--- src/rtl/mf_clken_pkg.sv ---
// rtl/mf_clken_pkg.sv - shared types and constants for the mf_clken_gen clock-enable generator
//
// Contents:
//   state_t            - controller state (WAIT_LOCK / SETTLE / RUN), 2-bit encoding
//   DEF_*              - default parameter values for mf_clken_gen
//   DIV4 / DIV6 / DIV8 - div_sel codes (ratio minus one) for the common dot-clock ratios
package mf_clken_pkg;

  typedef enum logic [1:0] {
    WAIT_LOCK = 2'd0,
    SETTLE    = 2'd1,
    RUN       = 2'd2
  } state_t;

  localparam int DEF_NUM_CH        = 4;
  localparam int DEF_CNT_W         = 4;
  localparam int DEF_SETTLE_CYCLES = 256;
  localparam int DEF_SETTLE_W      = 9;

  localparam int DIV4 = 3;
  localparam int DIV6 = 5;
  localparam int DIV8 = 7;

endpackage

--- src/rtl/mf_clken_chan.sv ---
// rtl/mf_clken_chan.sv - one clock-enable channel: divider counter, shadow ratio/phase, enables
//
// Ports:
//   clk        in   refclk
//   rst        in   asynchronous active-high reset
//   run        in   controller is in RUN (registered state)
//   load       in   clear the counter and load the shadows now (RUN entry or resync)
//   clr        in   leaving RUN this edge: clear the counter
//   div_sel    in   divide ratio minus one
//   phase_sel  in   ce_ph offset from period start, clamped to the divisor
//   ce         out  one-cycle enable at the end of each divided period
//   ce_ph      out  phase-shifted enable
module mf_clken_chan
  import mf_clken_pkg::*;
#(
  parameter int CNT_W = DEF_CNT_W
) (
  input  logic             clk,
  input  logic             rst,
  input  logic             run,
  input  logic             load,
  input  logic             clr,
  input  logic [CNT_W-1:0] div_sel,
  input  logic [CNT_W-1:0] phase_sel,
  output logic             ce,
  output logic             ce_ph
);

  logic [CNT_W-1:0] cnt;
  logic [CNT_W-1:0] div_q;
  logic [CNT_W-1:0] ph_q;
  logic [CNT_W-1:0] ph_eff;
  logic             wrap;

  assign wrap = (cnt == div_q);

  // Shadows only move at a period boundary (or an explicit load), so a
  // retune never produces a runt or stretched period.
  always_ff @(posedge clk or posedge rst) begin
    if (rst) begin
      cnt   <= '0;
      div_q <= '0;
      ph_q  <= '0;
    end else if (load) begin
      cnt   <= '0;
      div_q <= div_sel;
      ph_q  <= phase_sel;
    end else if (clr || !run) begin
      cnt <= '0;
    end else if (wrap) begin
      cnt   <= '0;
      div_q <= div_sel;
      ph_q  <= phase_sel;
    end else begin
      cnt <= cnt + 1'b1;
    end
  end

  // A phase beyond the period end lands on the last cycle, coinciding with ce.
  assign ph_eff = (ph_q > div_q) ? div_q : ph_q;

  assign ce    = run && wrap;
  assign ce_ph = run && (cnt == ph_eff);

endmodule

--- src/rtl/mf_clken_gen.sv ---
// rtl/mf_clken_gen.sv - multi-channel clock-enable generator gated by a debounced PLL lock
//
// Optional feature macro: MF_CLKEN_SYNC_EN adds the sync_req input, which in RUN
// restarts every channel period together and reloads the shadow ratios.
//
// Ports:
//   refclk      in   master clock from the PLL (only clock)
//   rst         in   asynchronous active-high reset
//   pll_locked  in   PLL lock flag, asynchronous to refclk
//   div_sel     in   NUM_CH x CNT_W, per-channel ratio minus one, channel i at [i*CNT_W +: CNT_W]
//   phase_sel   in   NUM_CH x CNT_W, per-channel ce_ph offset in refclk cycles
//   sync_req    in   (MF_CLKEN_SYNC_EN only) common period restart, honoured in RUN
//   ce          out  NUM_CH on-phase enables
//   ce_ph       out  NUM_CH phase-shifted enables
//   ready       out  high while in RUN
module mf_clken_gen
  import mf_clken_pkg::*;
#(
  parameter int NUM_CH        = DEF_NUM_CH,
  parameter int CNT_W         = DEF_CNT_W,
  parameter int SETTLE_CYCLES = DEF_SETTLE_CYCLES,
  parameter int SETTLE_W      = DEF_SETTLE_W
) (
  input  logic                    refclk,
  input  logic                    rst,
  input  logic                    pll_locked,
  input  logic [NUM_CH*CNT_W-1:0] div_sel,
  input  logic [NUM_CH*CNT_W-1:0] phase_sel,
`ifdef MF_CLKEN_SYNC_EN
  input  logic                    sync_req,
`endif
  output logic [NUM_CH-1:0]       ce,
  output logic [NUM_CH-1:0]       ce_ph,
  output logic                    ready
);

  state_t              state;
  logic                sync1;
  logic                locked_s;
  logic [SETTLE_W-1:0] settle_cnt;
  logic                settle_done;
  logic                run;
  logic                enter_run;
  logic                leave_run;
  logic                chan_load;

  assign settle_done = (settle_cnt == SETTLE_W'(SETTLE_CYCLES - 1));
  assign run         = (state == RUN);
  assign enter_run   = (state == SETTLE) && locked_s && settle_done;
  assign leave_run   = run && !locked_s;

`ifdef MF_CLKEN_SYNC_EN
  assign chan_load = enter_run || (run && sync_req);
`else
  assign chan_load = enter_run;
`endif

  // Two-flop synchroniser for the asynchronous lock flag, then the lock FSM.
  // ready is registered alongside the state so it tracks RUN exactly.
  always_ff @(posedge refclk or posedge rst) begin
    if (rst) begin
      sync1      <= 1'b0;
      locked_s   <= 1'b0;
      state      <= WAIT_LOCK;
      settle_cnt <= '0;
      ready      <= 1'b0;
    end else begin
      sync1    <= pll_locked;
      locked_s <= sync1;
      case (state)
        WAIT_LOCK: begin
          ready <= 1'b0;
          if (locked_s) begin
            state      <= SETTLE;
            settle_cnt <= '0;
          end
        end
        SETTLE: begin
          if (!locked_s) begin
            state <= WAIT_LOCK;
          end else if (settle_done) begin
            state <= RUN;
            ready <= 1'b1;
          end else begin
            settle_cnt <= settle_cnt + 1'b1;
          end
        end
        RUN: begin
          if (!locked_s) begin
            state <= WAIT_LOCK;
            ready <= 1'b0;
          end
        end
        default: begin
          state <= WAIT_LOCK;
          ready <= 1'b0;
        end
      endcase
    end
  end

  for (genvar i = 0; i < NUM_CH; i++) begin : g_chan
    mf_clken_chan #(
      .CNT_W(CNT_W)
    ) u_chan (
      .clk      (refclk),
      .rst      (rst),
      .run      (run),
      .load     (chan_load),
      .clr      (leave_run),
      .div_sel  (div_sel[i*CNT_W +: CNT_W]),
      .phase_sel(phase_sel[i*CNT_W +: CNT_W]),
      .ce       (ce[i]),
      .ce_ph    (ce_ph[i])
    );
  end

endmodule

--- config.mk ---
export PLATFORM = sky130hd
export DESIGN_NAME = mf_clken_gen
export DESIGN_NICKNAME = d
export VERILOG_FILES = /design/src/rtl/mf_clken_pkg.sv /design/src/rtl/mf_clken_chan.sv /design/src/rtl/mf_clken_gen.sv
export SDC_FILE = /design/constraint.sdc
export NUM_CORES = 1
export LEC_CHECK = 0
export CORE_AREA = 3 3 59 115
export DETAILED_ROUTE_END_ITERATION = 16
export DIE_AREA = 0 0 62 118
export PLACE_DENSITY = 0.82
export SLEW_MARGIN = 25
export SYNTH_ARGS = -nofsm -noshare
export SYNTH_HDL_FRONTEND = slang
export SYNTH_SLANG_ARGS = --single-unit
--- constraint.sdc ---
create_clock -name refclk -period 5.4 [get_ports refclk]
set_clock_uncertainty 0.15 [all_clocks]
set_input_delay 0.54 -clock refclk [delete_from_list [all_inputs] [get_ports refclk]]
set_output_delay 0.54 -clock refclk [all_outputs]
set_load 0.1 [all_outputs]
# Word level (Yosys, flattened, before mapping)
# Cells that the tools add are included.
[word_totals] in_bits=35 elab_cells=124 mem_bits_ro=0 mem_count=0 out_inout_bits=9 regBits=62 ramBits=0 latchBits=0
[op_classes] shift=0 bitwise_logic=0 addsub=5 mux=53 div_mod_pow=0 eq_ne=18 order_cmp=4 mul=0 n_reduce_logical=27
[op_table] operator="two-way mux 4 bit" count=40
[op_table] operator="== test 4 bit" count=8
[op_table] operator="two-way mux 9 bit" count=3
[op_table] operator="one-hot mux 9 bit (2 select lines)" count=1
[op_table] operator="adder 4 x 1 -> 4 bit, second input constant" count=4
[op_table] operator="> comparator 4 bit" count=4
[op_table] operator="!= test 2 bit, second input constant" count=6
[op_table] operator="logical AND 1 bit" count=11
[op_table] operator="nonzero test 2 bit" count=5
[op_table] operator="adder 9 x 1 -> 9 bit, second input constant" count=1
[op_table] operator="== test 9 x 8 -> 1 bit, second input constant" count=1
[op_table] operator="two-way mux 2 bit" count=4
[op_table] operator="AND reduction 2 bit" count=4
[op_table] operator="one-hot mux 2 bit (3 select lines)" count=1
[op_table] operator="AND reduction 3 bit" count=2
[op_table] operator="AND reduction 4 bit" count=1
[op_table] operator="two-way mux 1 bit" count=3
[op_table] operator="!= test 3 bit, second input constant" count=1
[op_table] operator="== test 2 x 1 -> 1 bit, second input constant" count=1
[op_table] operator="== test 2 bit, second input constant" count=1
[op_table] operator="logical NOT 1 bit" count=2
[op_table] operator="logical NOT 2 bit" count=1
[op_table] operator="one-hot mux 1 bit (2 select lines)" count=1
[op_table] operator="logical OR 1 bit" count=1

# Longest topological paths before layout
# Gate-level depths: netlist (run 1).
[logic_depth] word_depth=5 ltp_mapped=9 mapped_depth_nobuf=8

# Cells and area by module
# From an unflattened synthesis (run 1), not the netlist that was laid out.
[hier_totals] hier_cells=325 hier_area_um2=3831.2
[modules_own_cells] module="mf_clken_chan" cells_per_inst=63 seq_area_each_um2=300.3 area_per_inst_um2=777.0 instances=4
[modules_own_cells] module="mf_clken_gen" cells_per_inst=73 seq_area_each_um2=350.3 area_per_inst_um2=723.2 instances=1

# Worst setup path before layout (run 1)
# OpenSTA, ideal clock, no wires.
[synth_path] path_kind="register to output" from="register g_chan[0].u_chan.div_q[3]" to="output port ce_ph[0]" path_buffers=1 arrival_ns=2.151 stages_incl_launch_ff=9 required_ns=4.710 slack_ns=2.559 path_cell_list="dfrtp_1 > inv_1 > ha_1 > and4_1 > a21oi_1 > mux2i_1 > mux2i_1 > nor4_1 > buf_4"
[synth_between] elab_chain_cells=4
[synth_lines] item="start, declared" line="mf_clken_chan.sv:30" text="logic [CNT_W-1:0] div_q;"
[synth_lines] item="start signal, assigned" line="mf_clken_chan.sv:46" text="div_q <= div_sel;"
[synth_lines] item="start signal, assigned" line="mf_clken_chan.sv:52" text="div_q <= div_sel;"
[synth_lines] item="> comparator 4 bit" line="mf_clken_chan.sv:60" text="assign ph_eff = (ph_q > div_q) ? div_q : ph_q;"
[synth_lines] item="two-way mux 4 bit (*)" line="mf_clken_chan.sv:60"
[synth_lines] item="== test 4 bit (*)" line="mf_clken_chan.sv:63" text="assign ce_ph = run && (cnt == ph_eff);"
[synth_lines] item="logical AND 1 bit (*)" line="mf_clken_chan.sv:63"
[synth_lines] item="end, declared" line="mf_clken_gen.sv:33" text="output logic [NUM_CH-1:0] ce_ph,"
# Every way passes the cells marked *; elsewhere a longest branch is shown, timed or not.

# Worst setup path in the final report (run 1)
[layout_path] from="register g_chan[2].u_chan.div_q[3]" to="output port ce_ph[2]"
[layout_between] elab_chain_cells=4
[layout_lines] item="start, declared" line="mf_clken_chan.sv:30"
[layout_lines] item="start signal, assigned" line="mf_clken_chan.sv:46"
[layout_lines] item="start signal, assigned" line="mf_clken_chan.sv:52"
[layout_lines] item="> comparator 4 bit" line="mf_clken_chan.sv:60"
[layout_lines] item="two-way mux 4 bit (*)" line="mf_clken_chan.sv:60"
[layout_lines] item="== test 4 bit (*)" line="mf_clken_chan.sv:63"
[layout_lines] item="logical AND 1 bit (*)" line="mf_clken_chan.sv:63"
# Marked as above.

==> impl_results.md, run 1 <==
- Final Hold Fails: 0
- Tmin final: 4380 ps
- Pins Over Slew Limit: 0
- Yosys cell types: 31
- TritonCTS buffer count: 9
- Final Net Count: 415
- Final Util: 70.1%
- 1st-pass router iterations: 4
- Max clock buf depth: 2
- Internal power: 871 uW
- CP arrival: 3690 ps
- Postcts setup bufs: 0
- Routed WL: 6580 um
- GR Util All Layers: 19.8%
- Layout cells sized above 1: 15.7%
- Startpoint Class: flip-flop
- Leakage: 0.00186 uW
- Worst Slack Setup Final: 1020 ps
- Data required time at the worst endpoint: 4710 ps
- Ys flop type: dfrtp_1
- Die Height: 118 um
- Peak Freq: 229 MHz
- Yosys reg bits: 62
- Worst-path clk slew: 50 ps
- Die Wd: 62 um
- Area grow syn2layout: 21.2%
- Warnings from Yosys: 0
- Maxcap violations: 0
- CTS tree: done
- Post-route ant nets: 0
- Largest net degree at the start of global routing: 63
- Gpl congestion: 0.783
- Post-DP HPWL: 4940 um
- Register share of total power: 44.0%
- CP Capture Type: primary output
- Total number of vias: 2394
- Ant diodes: 0
- Net Count, Synth: 371
- Worst-skew pair later-pin latency: 330 ps
- Clk sink count: 62
- Combinational share of power: 10.7%
- Sw Share: 23.7%
- Initial Util: 57.8%
- Avg Vias per Cell: 5.36
- WL/cell: 14.7 um
- Core Box Area: 6060 um2
- Final Setup Violations: 0
- Post-CTS Resized: 0
- Pwr/cell area: 269 nW/um2
- Worst slack, placed: 1350 ps
- Sw power: 270 uW
- Worst vdd ir: 0.176 mV
- Setup TNS: 0 ps
- Post-Syn Instances: 314
- CTS Hold Bufs: 0
- Drt initial violations: 61
- Post-synth EDFFs: 0
- # DRC: 0
- Ys async rst share: 100%
- Antenna violations before repair: 0
- CTS HTree Levels: 3
- Worst Path Max Fanout: 4
- Hold Path Class: reg2reg
- Clk root buf: clkbuf_16
- Status: finished clean
- I/O pin count: 44
- Actual slew at the worst max-slew pin: 995 ps
- # rows: 40
- Die area: 7320 um2
- CP Class: reg2out
- Max transition margin: 33.5%
- Period utilization: 81.0%
- Vias in the first global route: 2550
- Mapped cell area: 3500 um2
- Clk pwr share: 45.3%
- Remaining Overflow, GRT: 0
- Sequential-to-total area share from yosys stat: 44.3%
- Syn Area/Cell: 11.1 um2
- RSZ-0062 raised after global routing: false
- PortBufs: 43
- First-pass GRT wire length: 10800 um
==> cell families (layout without fill, tap and decap cells) <==
family	after synthesis	in the layout	synth area share, %
fa+ha+maj	22	22	7.86
mux	53	53	16.3
flops	62	62	44.3
buf+inv	33	82	4.57
compound gates	25	25	4.72
xor+xnor	40	40	10.0
simple gates	79	79	12.2
==> worst max-delay path: stages, from the launching register on <==
cell             delay [ps]
dfrtp_1                 400
inv_1                    60
ha_1                    300
and4_1                  210
a21oi_1                 390
mux2i_1                 280
mux2i_1                 100
nor4_1                  400
clkdlybuf4s50_1        1220
==> state kept, by name (all words and copies together), names as in the netlist <==
name                 cells
settle_cnt               9
locked_s                 1
g_chan.u_chan.cnt       16
sync1                    1
ready                    1
g_chan.u_chan.ph_q      16
g_chan.u_chan.div_q     16
state                    2
==> worst paths after layout <==
kind | from | slack (ps) | endpoint | cells past startpoint
min in group asynchronous | rst | 610 | g_chan[0].u_chan.cnt[1]$_DFF_PP0_ | 3
setup / recovery | g_chan[2].u_chan.div_q[3]$_DFFE_PP0P_ | 1020 | ce_ph[2] | 8
setup reg to reg | settle_cnt[0]$_DFFE_PP0P_ | 2870 | g_chan[0].u_chan.ph_q[2]$_DFFE_PP0P_ | 8
max in group asynchronous | rst | 3990 | g_chan[1].u_chan.ph_q[3]$_DFFE_PP0P_ | 3
hold reg to reg | sync1$_DFF_PP0_ | 200 | locked_s$_DFF_PP0_ | 0
hold / removal | sync1$_DFF_PP0_ | 200 | locked_s$_DFF_PP0_ | 0
==> metal layers <==
metal | vias to the layer above | track usage, % | routed length (um)
li1 | 1166 | - | -
met1 | 1190 | 19.5 | 2420
met2 | 27 | 35.0 | 3830
met3 | 11 | 6.26 | 210
met4 | 0 | 8.50 | 116
met5 | - | 0 | 0
==> metrics by stage <==
step	total power [uW]	instance area, um2	hold WS, ps	std cells
floorplan	587	3500	181	314
global placement	626	3970	185	431
detailed placement	633	3970	192	431
CTS	1160	4240	203	447
global route	1190	4240	203	447
finish	1140	4240	200	447
==> cell usage after synthesis, types with 2 or more instances <==
cell	number	share of area [%]
dfrtp_1	62	44
xnor2_1	32	8.0
mux2_2	31	10
nor2_1	29	3.1
ha_1	22	7.9
inv_1	21	2.3
mux2i_1	20	5.7
a21oi_1	11	1.6
buf_4	9	1.9
nand2_1	8	0.86
xor2_1	8	2.0
nand3_1	6	0.86
nand4_1	6	1.1
and3_1	5	0.89
nor2b_1	5	0.89
o21ai_0	5	0.71
and2_1	4	0.71
and4_1	4	1.0
nor4_1	4	0.71
o211ai_1	4	0.86
o21ai_2	4	1.0
buf_2	2	0.29
mux2_1	2	0.64
nand2b_1	2	0.36
or3_1	2	0.36
==> placed cells by master, fill, tap and decap left out, drive strengths merged, types with 2 or more instances in the layout <==
master         Yosys  final
a21oi             11     11
and2               4      4
and3               5      5
and4               4      4
clkbuf             0     10
clkdlybuf4s50      0     43
clkinv             0      3
clkinvlp           0      3
dfrtp             62     62
ha                22     22
inv               22     22
mux2              33     33
mux2i             20     20
nand2              8      8
nand2b             2      2
nand3              6      6
nand4              7      7
nor2              29     29
nor2b              5      5
nor4               4      4
o211ai             4      4
o21ai              9      9
or3                2      2
xnor2             32     32
xor2               8      8
==> power by group through the flow <==
stage | registers [uW] | clock network [uW] | logic [uW]
after global routing | 504 | 548 | 136
after detailed placement | 510 | 0 | 123
after global placement | 509 | 0 | 117
after floorplan | 502 | 0 | 85.1
after CTS | 502 | 529 | 124
final | 502 | 517 | 122
==> area by class of cell <==
type | instances | area [um2]
flip-flops and latches | 62 | 1550
clock inverters | 6 | 37.5
inverters | 22 | 82.6
repair buffers | 44 | 438
well taps | 84 | 105
clock buffers | 10 | 239
multi-input cells | 219 | 1790
fillers | 449 | 1810
No activity file was read; power rests on OpenSTA's default activity.
==> run 2, diff against run 1 <==
CORE_AREA = 3 3 64 125   (was 3 3 59 115)
DIE_AREA = 0 0 67 128   (was 0 0 62 118)
PLACE_DENSITY = 0.74   (was 0.82)
clock period = 3.8 ns   (was 5.4 ns; I/O delays follow)
==> impl_results.md, run 2 (synthesized netlist as in run 1, its figures left out) <==
- Antenna violations before repair: 0 (unchanged)
- Clk pwr share: 47.9% (+2.6 points)
- Period utilization: 89.1%
- Placed cell areas: 3960 um2 (-0.13%)
- Worst-path clk slew: 50 ps (about the same)
- 1st-pass router iterations: 4 (unchanged)
- TritonCTS buffer count: 9 (unchanged)
- Worst-skew pair later-pin latency: 330 ps (about the same)
- Most frequent cells in the layout: dfrtp_1 (62), clkdlybuf4s50_1 (35), xnor2_1 (32)
- Worst Path Max Fanout: 4 (unchanged)
- Leakage: 0.00191 uW (+2.3%)
- Sw Share: 22.2% (-1.5 points)
- Layout cells sized above 1: 17.9% (+2.2 points)
- CTS HTree Levels: 3 (unchanged)
- GR Util All Layers: 18.3% (-1.5 points)
- CP arrival: 2860 ps (-830 ps)
- Die Height: 128 um (+8.5%)
- PortBufs: 43 (unchanged)
- First-pass GRT wire length: 11800 um (+9.0%)
- Final Net Count: 416 (+0.24%)
- Sw power: 377 uW (+40%)
- Remaining Overflow, GRT: 0 (unchanged)
- Max transition margin: 35.4% (+2.0 points)
- CTS tree: done
- Combinational share of power: 10.2% (-0.5 points)
- Post-DP HPWL: 4970 um (+0.61%)
- I/O pin count: 44 (unchanged)
- Startpoint Class: flip-flop
- Die Wd: 67 um (+8.1%)
- Register share of total power: 41.9% (-2.1 points)
- Post-CTS Resized: 0 (unchanged)
- Routed WL: 6690 um (+1.6%)
- # DRC: 0 (unchanged)
- Core Box Area: 7100 um2 (+17%)
- Pins Over Slew Limit: 0 (unchanged)
- Drt initial violations: 78 (+28%)
- Largest net degree at the start of global routing: 44 (-30%)
- RSZ-0062 raised after global routing: false
- Status: finished clean
- Pwr/cell area: 399 nW/um2 (+48%)
- CP Capture Type: primary output
- PnR Total Power: 1700 uW (+49%)
- Commonest non-fill, non-tap cell in the layout: dfrtp_1
- Gpl congestion: 0.765 (-2.3%)
- Peak Freq: 295 MHz
- Setup TNS: 0 ps (unchanged)
- Max clock buf depth: 2 (unchanged)
- Hold Path Class: reg2reg
- # rows: 43 (+7.5%)
- Data required time at the worst endpoint: 3270 ps (-1440 ps)
- WL/cell: 14.7 um (about the same)
- Die area: 8580 um2 (+17%)
- Post-route ant nets: 0 (unchanged)
- Postcts setup bufs: 0 (unchanged)
- Actual slew at the worst max-slew pin: 965 ps (-29.3 ps)
- Clk sink count: 62 (unchanged)
- Worst vdd ir: 0.332 mV (+89%)
- Internal power: 1320 uW (+52%)
- Tmin final: 3390 ps
- CTS Hold Bufs: 0 (unchanged)
- Reg2Reg Depth: 8 (unchanged)
- CP Class: reg2out
- Final Setup Violations: 0 (unchanged)
- Vias in the first global route: 2529 (-0.82%)
- Fin area: 4260 um2 (+0.47%)
- Ant diodes: 0 (unchanged)
- Avg Vias per Cell: 5.21 (-2.7%)
- Final Hold Fails: 0 (unchanged)
- Maxcap violations: 0 (unchanged)
- Area grow syn2layout: 21.8%
- Worst slack, placed: 775 ps (-577 ps)
- Total number of vias: 2367 (-1.1%)
- Fillers: 631 (+41%)
- Initial Util: 49.3% (-8.5 points)
- Biggest regs: g_chan.u_chan.cnt x16, g_chan.u_chan.div_q x16, g_chan.u_chan.ph_q x16
- Worst Slack Setup Final: 413 ps (-612 ps)
- Clk root buf: clkbuf_16
- WHS Path Cells: 0 (unchanged)
- Setup slack, reg-to-reg: 1310 ps (-1560 ps)
## run 2: cell types whose count changed in the layout (fill, tap and decap cells not counted), sizes merged
cell | previous run | this run
buf | 1 | 10
clkdlybuf4s50 | 43 | 35
clkbuf | 10 | 12
clkinvlp | 3 | 0
bufinv | 0 | 1
## run 2: area by class of cell
cell class	count	area, um2	share of cell area (%)
inverter	22	82.6	1.94
clock inverter	4	45.0	1.06
clock buffer	12	256	6.02
timing repair buffer	45	425	9.98
multi-input combinational	219	1790	42.0
tap	90	113	2.64
sequential	62	1550	36.4
## run 2: per-layer routing
layer | vias to the layer above | routed length, um | part of all wire (%) | GRT usage [%]
li1 | 1173 | - | - | -
met1 | 1153 | 2540 | 38 | 19.3
met2 | 30 | 3750 | 56 | 32.5
met3 | 11 | 244 | 3.6 | 5.35
met4 | 0 | 149 | 2.2 | 7.54
met5 | - | 0 | 0 | 0
## run 2: path summary, 6_finish.rpt
| path | from | end |
|---|---|---|
| setup / recovery | g_chan[0].u_chan.div_q[3]$_DFFE_PP0P_ | ce_ph[0] |
| hold / removal | sync1$_DFF_PP0_ | locked_s$_DFF_PP0_ |
| setup reg to reg | settle_cnt[1]$_DFFE_PP0P_ | g_chan[0].u_chan.ph_q[2]$_DFFE_PP0P_ |
| hold reg to reg | sync1$_DFF_PP0_ | locked_s$_DFF_PP0_ |
| max in group asynchronous | rst | g_chan[1].u_chan.ph_q[3]$_DFFE_PP0P_ |
| min in group asynchronous | rst | g_chan[3].u_chan.cnt[0]$_DFF_PP0_ |
## run 2: worst max-delay path: stages, from the launching register on
cell and delay (ps):
dfrtp_1 390, inv_1 70, ha_1 310, and4_1 210, a21oi_1 440, mux2i_1 330
xnor2_1 90, nor4_1 320, buf_4 360
## run 2: power groups by stage
stage | Sequential [uW] | Clock, uW | Combinational (uW)
after CTS | 713 | 834 | 176
final | 713 | 814 | 173
after global placement | 723 | 0 | 169
after detailed placement | 724 | 0 | 175
after floorplan | 714 | 0 | 121
after global routing | 717 | 864 | 194
## run 2: through the flow
step | hold slack [ps] | utilization, % | instances
final | 195 | 60.0 | 454
after global routing | 227 | 60.0 | 454
after CTS | 198 | 60.0 | 454
after detailed placement | 187 | 55.8 | 438
after global placement | 183 | 55.8 | 438
after floorplan | 181 | - | 314
